$ cat config.mk
export PLATFORM = sky130hd
export DESIGN_NAME = controle_venda
export DESIGN_NICKNAME = d
export VERILOG_FILES = /design/src/rtl/controle_venda_pkg.sv /design/src/rtl/temporizador_hold.sv /design/src/rtl/controle_venda.sv
export SDC_FILE = /design/constraint.sdc
export NUM_CORES = 1
export LEC_CHECK = 0
export ABC_AREA = 1
export BUFFER_PORTS_ARGS = -buffer_cell sky130_fd_sc_hd__buf_2
export CORE_MARGIN = 5
export CORE_UTILIZATION = 54
export CTS_CLUSTER_SIZE = 20
export DETAILED_ROUTE_END_ITERATION = 7
export PLACE_DENSITY = 0.76
export SETUP_SLACK_MARGIN = 0.1
export SYNTH_ARGS = -nofsm -noshare
export SYNTH_HDL_FRONTEND = slang
export SYNTH_SLANG_ARGS = --single-unit
$ cat constraint.sdc
create_clock -name clk -period 2.4 [get_ports clk]
set_input_delay 0.12 -clock clk [delete_from_list [all_inputs] [get_ports clk]]
set_output_delay 0.12 -clock clk [all_outputs]
set_load 0.02 [all_outputs]
$ cat src/rtl/controle_venda_pkg.sv
// Shared types for the drink vending controller: FSM states, display codes,
// internal event codes, credit width and the bill-code-to-value mapping.
package controle_venda_pkg;

    localparam int CREDITO_W = 5;

    typedef logic [CREDITO_W-1:0] credito_t;

    typedef enum logic [2:0] {
        IDLE,
        CREDITO,
        INVALIDA,
        ERRO,
        LIBERA,
        TROCO
    } estado_t;

    typedef enum logic [2:0] {
        SEL_IDLE     = 3'd0,
        SEL_CREDITO  = 3'd1,
        SEL_LIBERA   = 3'd2,
        SEL_TROCO    = 3'd3,
        SEL_ESTOQUE  = 3'd4,
        SEL_INVALIDA = 3'd5
    } select_t;

    // Decision taken while waiting for the customer (IDLE/CREDITO)
    typedef enum logic [2:0] {
        EV_NADA,
        EV_CEDULA_OK,
        EV_CEDULA_INV,
        EV_ERRO,
        EV_LIBERA,
        EV_TROCO
    } evento_t;

    // A value of zero marks an unknown bill code
    function automatic credito_t valor_cedula(input logic [2:0] cod);
        case (cod)
            3'd1:    return credito_t'(1);
            3'd2:    return credito_t'(2);
            3'd3:    return credito_t'(5);
            3'd4:    return credito_t'(10);
            default: return '0;
        endcase
    endfunction

endpackage

$ cat src/rtl/temporizador_hold.sv
// Down-counter shared by every held message state: loads HOLD-1 on entry and
// flags zero on the last cycle of the hold.
module temporizador_hold #(
    parameter int HOLD = 4
) (
    input  logic clk,
    input  logic rst_n,
    input  logic load,
    output logic zero
);

    localparam int CW = (HOLD > 1) ? $clog2(HOLD) : 1;

    logic [CW-1:0] contagem;

    // NOTE: sequential state uses non-blocking assignments so every register
    // samples the pre-edge values of its neighbours.
    always_ff @(posedge clk) begin
        if (!rst_n) begin
            contagem <= '0;
        end else if (load) begin
            contagem <= CW'(HOLD - 1);
        end else if (contagem != '0) begin
            contagem <= contagem - CW'(1);
        end
    end

    assign zero = (contagem == '0);

endmodule

$ cat src/rtl/controle_venda.sv
// Vending machine controller: credit accumulation, purchase, error messages.
// Optional change return (TROCO state) is enabled by defining TROCO_EN.
module controle_venda
    import controle_venda_pkg::*;
#(
    parameter int PRECO0 = 3,
    parameter int PRECO1 = 4,
    parameter int PRECO2 = 5,
    parameter int HOLD   = 4
) (
    input  logic                 clk,
    input  logic                 rst_n,
    input  logic                 cedula_valid,
    input  logic [2:0]           cedula_cod,
    input  logic [1:0]           bebida_sel,
    input  logic                 confirma,
    input  logic                 cancela,
    input  logic [2:0]           sensores,
    output logic [2:0]           select,
    output logic [CREDITO_W-1:0] soma,
    output logic [1:0]           bebida,
    output logic                 cedulaINV,
    output logic                 valoramais,
    output logic                 libera,
    output logic [CREDITO_W-1:0] troco
);

`ifdef TROCO_EN
    localparam bit TROCO_ATIVO = 1'b1;
`else
    localparam bit TROCO_ATIVO = 1'b0;
`endif

    estado_t          estado;
    evento_t          evento;
    credito_t         preco;
    credito_t         valor;
    logic             estoque_ok;
    logic [CREDITO_W:0] soma_estendida;
    logic             load;
    logic             zero;
    logic             sai_para_troco;

    // NOTE: every variable gets a default before the case so no latch is inferred.
    always_comb begin
        preco      = '0;
        estoque_ok = 1'b0;
        case (bebida_sel)
            2'd0: begin preco = credito_t'(PRECO0); estoque_ok = sensores[0]; end
            2'd1: begin preco = credito_t'(PRECO1); estoque_ok = sensores[1]; end
            2'd2: begin preco = credito_t'(PRECO2); estoque_ok = sensores[2]; end
            default: ;
        endcase
    end

    assign valor          = valor_cedula(cedula_cod);
    assign soma_estendida = {1'b0, soma} + {1'b0, valor};

    always_comb begin
        evento = EV_NADA;
        if (estado == IDLE || estado == CREDITO) begin
            if (TROCO_ATIVO && cancela) begin
                if (soma != '0) evento = EV_TROCO;
            end else if (confirma) begin
                if (!estoque_ok)        evento = EV_ERRO;
                else if (soma >= preco) evento = EV_LIBERA;
            end else if (cedula_valid) begin
                // The carry bit of the widened sum flags a credit above 31
                if (valor == '0 || soma_estendida[CREDITO_W]) evento = EV_CEDULA_INV;
                else                                          evento = EV_CEDULA_OK;
            end
        end
    end

    assign sai_para_troco = TROCO_ATIVO && (estado == LIBERA) && zero && (soma != '0);
    assign load = (evento inside {EV_CEDULA_INV, EV_ERRO, EV_LIBERA, EV_TROCO}) || sai_para_troco;

    temporizador_hold #(.HOLD(HOLD)) u_temporizador (
        .clk   (clk),
        .rst_n (rst_n),
        .load  (load),
        .zero  (zero)
    );

    always_ff @(posedge clk) begin
        if (!rst_n) begin
            estado     <= IDLE;
            select     <= SEL_IDLE;
            soma       <= '0;
            bebida     <= '0;
            cedulaINV  <= 1'b0;
            valoramais <= 1'b0;
            libera     <= 1'b0;
            troco      <= '0;
        end else begin
            libera <= 1'b0;
            case (estado)
                IDLE, CREDITO: begin
                    case (evento)
                        EV_CEDULA_OK: begin
                            soma   <= soma_estendida[CREDITO_W-1:0];
                            estado <= CREDITO;
                            select <= SEL_CREDITO;
                        end
                        EV_CEDULA_INV: begin
                            estado    <= INVALIDA;
                            select    <= SEL_INVALIDA;
                            cedulaINV <= 1'b1;
                        end
                        EV_ERRO: begin
                            estado <= ERRO;
                            select <= SEL_ESTOQUE;
                        end
                        EV_LIBERA: begin
                            estado     <= LIBERA;
                            select     <= SEL_LIBERA;
                            libera     <= 1'b1;
                            bebida     <= bebida_sel;
                            soma       <= soma - preco;
                            valoramais <= (soma != preco);
                        end
                        EV_TROCO: begin
                            estado <= TROCO;
                            select <= SEL_TROCO;
                            troco  <= soma;
                            soma   <= '0;
                        end
                        default: ;
                    endcase
                end
                INVALIDA, ERRO: begin
                    if (zero) begin
                        cedulaINV <= 1'b0;
                        estado    <= (soma == '0) ? IDLE : CREDITO;
                        select    <= (soma == '0) ? SEL_IDLE : SEL_CREDITO;
                    end
                end
                LIBERA: begin
                    if (zero) begin
                        valoramais <= 1'b0;
                        if (sai_para_troco) begin
                            estado <= TROCO;
                            select <= SEL_TROCO;
                            troco  <= soma;
                            soma   <= '0;
                        end else begin
                            estado <= (soma == '0) ? IDLE : CREDITO;
                            select <= (soma == '0) ? SEL_IDLE : SEL_CREDITO;
                        end
                    end
                end
                TROCO: begin
                    if (zero) begin
                        troco  <= '0;
                        estado <= IDLE;
                        select <= SEL_IDLE;
                    end
                end
                default: begin
                    estado <= IDLE;
                    select <= SEL_IDLE;
                end
            endcase
        end
    end

endmodule

==> results by group <==
Routing
  • Routed Antenna Nets: 0
  • Number of vias per cell: approximately 4.9
  • Number of detailed-route iterations in the first pass: 4
  • DRT iter0 DRCs: 57
  • WL/cell: 11.1 um
  • DR DRC count: 0
  • Via Count: between 1,000 and 1,500
  • Final wirelength: 2900 um

Yosys
  • Synth Instances: 204
  • EDFF count, synth: 0
  • Yosys top cell area share: 0.280
  • Yosys warns: 0
  • Synthesized cell area: between 1500 and 2000 um2
  • Mapped Nets: ~230
  • Average cell area after synthesis: approximately 7.4 um2
  • Asr flop ratio synth: 0
  • Post-synthesis sequential area ratio: 0.280
  • Synth cell count leaders: 43 x nand2_1, 23 x inv_1, 21 x dfxtp_1, 20 x nor2_1, 13 x ha_1
  • Area contributors post-synth: dfxtp_1 28%, ha_1 11%, nand2_1 11%, inv_1 5.7%, nor2_1 5.0%
  • Distinct cells, synth: 33
  • Top-count cell post-synth: nand2_1
  • Number of synthesized register bits: 21
  • Yosys top cell by area: dfxtp_1
  • Post-synth top flop: dfxtp_1

Placement
  • Area after DPL: 1640 um2
  • Final HPWL DP: approximately 2300 um
  • Number of port buffers: 29
  • Routability cong.: 0.771

Job
  • Max-Cap Viols: 0

STA
  • Peak Freq: ~0.54 GHz
  • Tmin final: 1.84 ns
  • Total negative slack: 0 ns
  • Slew @ Worst Pin: 0.532 ns
  • Final setup viols: 0
  • Slew headroom: 0.642
  • Clock Skew: 0.00330 ns
  • Final period util: 0.769
  • Unrepaired setup endpoints after global routing: false
  • Final Hold Viols: 0
  • Final slew viol count: 0

Clock network
  • Hold buffer count at CTS: 0
  • Clk sinks: 21
  • Clock buffer depth: 2
  • TritonCTS clock tree: built
  • # Post-CTS Setup Buffers: 0
  • Total CTS buffers: 3
  • CTS clk-pin slew, worst paths: ~0.12 ns
  • H-tree levels: 1
  • Root Buffer: clkbuf_4
  • Resized cells post-CTS: 0
  • Clk_lat worst skew: approximately 0.30 ns

Floorplanning
  • Die W: approximately 63 um
  • Placement row count: 19
  • Ports: 31
  • Die Span Y: 62.8 um
  • CORE AREA: about 2700 um2
  • Die area: between 3000 and 4000 um2
  • Starting Density: 0.554

Pwr
  • Pwr/cell area: 575 nW/um2
  • Worst vdd ir: 447 uV
  • Leak Pwr: a little over 0.9 nW

Setup path
  • Worst Reg-to-Reg Cells: 11
  • CP Class: reg2reg
  • Crit-path slowest cell: dfxtp_1
  • Worst r2r dst: soma[2]
  • Critical Path Max Stage Delay: ~0.52 ns
  • FF-to-FF Start: soma[3]
  • Critical Path Fanout Max: 7
  • CP Capture Type: flop
  • Crit path max-delay family: simple AND/OR/NAND/NOR gates
  • Buf+Inv Stages, Crit Path: 3
  • Critical Path AT: 2.06 ns
  • Critical-path cell list: ha_1 -> nand2_2 -> clkinv_1 -> nand3_2 -> nand3_2 -> inv_1 -> nand4_1 -> nand2_2 -> inv_2 -> nor2_1 -> nor2_1
  • Reg2reg setup slack: between 0.5 and 0.6 ns
  • CP Launch Type: flop
  • Required @ worst endpoint: roughly 2.6 ns

Global routing
  • Initial antenna violation count: 0
  • Vias in the first global route: between 1,000 and 1,500
  • First-pass GRT wire length: between 5000 and 6000 um
  • Gr usage total: 0.158
  • GRT overflow: 0
  • Pin count of the biggest net entering global routing: 13

Worst hold path
  • Hold path start: rst_n
  • Worst hold stages: 3
  • Worst Hold Class: in2reg
  • End of the worst hold path: select[0]

Finish
  • Fillers: approximately 270
  • Design Area, Final: about 1700 um2
  • Fin nets: between 200 and 300
  • N_diodes: 0
  • Ratio of cells with drive above 1 in the final layout: 0.268
  • Area Growth Syn to Fin: 11.0%

Status
  • Status: finished clean
## layer usage
metal,global-route usage,vias to the layer above,share of wire
met3,0.0234,5,0.043
met1,0.197,565,0.48
met5,0,-,0
li1,-,699,-
met4,0.0584,0,0.016
met2,0.273,25,0.46
## layout by cell type (no fill, tap or decap)
cell type	count
buf_2	29
nor2_1	20
nand4_4	1
o21ai_2	1
a21oi_2	3
dfxtp_1	21
or2_2	1
nand3_2	3
xnor2_1	4
clkinv_2	2
o211ai_1	1
inv_2	5
nand2_1	43
nor4_2	1
clkbuf_4	3
nand2_2	8
a21oi_1	8
o31ai_1	1
nand3_1	8
nor2_4	3
clkinv_1	1
xor2_1	1
nand2_4	2
inv_1	23
o21ai_1	5
fa_1	2
nor3b_1	6
o21ai_0	9
nor3_1	1
nand4_1	2
ha_1	13
## report_power, final
group          switching [mW]  internal, mW  leakage (nW)  total (mW)
combinational           0.233         0.141         0.720       0.374
clock                   0.112        0.0622        0.0177       0.174
sequential             0.0285         0.382         0.172       0.411
total                   0.374         0.585         0.909       0.959
## state kept, by name (all words and copies together), names as in the netlist
name and flops:
u_temporizador.contagem 2, valoramais 1, soma 5, select 2, cedulaINV 1, estado 2, troco 5, libera 1
bebida 2
## worst reg2reg max path: cells and delay by family (launching register included)
family | cells | cell delay (ns)
flip-flops | 1 | 0.52
adder cells (fa/ha/maj) | 1 | 0.33
buffers and inverters | 3 | 0.20
AND/OR/NAND/NOR | 7 | 0.70
## cell families after synthesis
family                     count (synthesis)  synth area share
and+or+nand+nor                           99             0.343
DFF                                       21             0.280
adders and majority gates                 15             0.135
AOI/OAI and AO/OA                         28             0.107
buffers and inverters                     36             0.107
xor gates and xnor gates                   5            0.0291
## metrics by stage
stage               total power, mW  instances  utilization  setup slack, ns  hold slack [ns]
floorplan                     0.719        204            -            0.636            0.257
global placement              0.789        258        0.605            0.364            0.451
detailed placement            0.794        258        0.605            0.358            0.451
CTS                           0.970        262        0.615            0.549            0.124
global route                   1.05        262        0.615            0.342            0.138
finish                        0.959        262        0.615            0.555            0.142
## worst max path at each step
| stage | endpoint | cells after the start | slack, ns | from |
|---|---|---|---|---|
| after floorplan | estado[0] | 11 | 0.64 | soma[1] |
| after global placement | soma[1] | 15 | 0.36 | bebida_sel[0] |
| after global routing | soma[1] | 11 | 0.34 | soma[3] |
| final | soma[2] | 11 | 0.56 | soma[3] |
| after CTS | soma[2] | 11 | 0.55 | soma[3] |
| after detailed placement | soma[1] | 15 | 0.36 | bebida_sel[0] |
## final cells by class
type                    instances  area [um2]  share of cell area
multi-input cells             147         922               0.553
well taps                      31        38.8              0.0233
clock buffers                   3        22.5              0.0135
inverters                      30         114              0.0683
repair buffers                 29         145              0.0870
flip-flops and latches         21         420               0.252
clock inverters                 1        5.00             0.00300
Note: power is estimated with default switching activity, not from simulation.
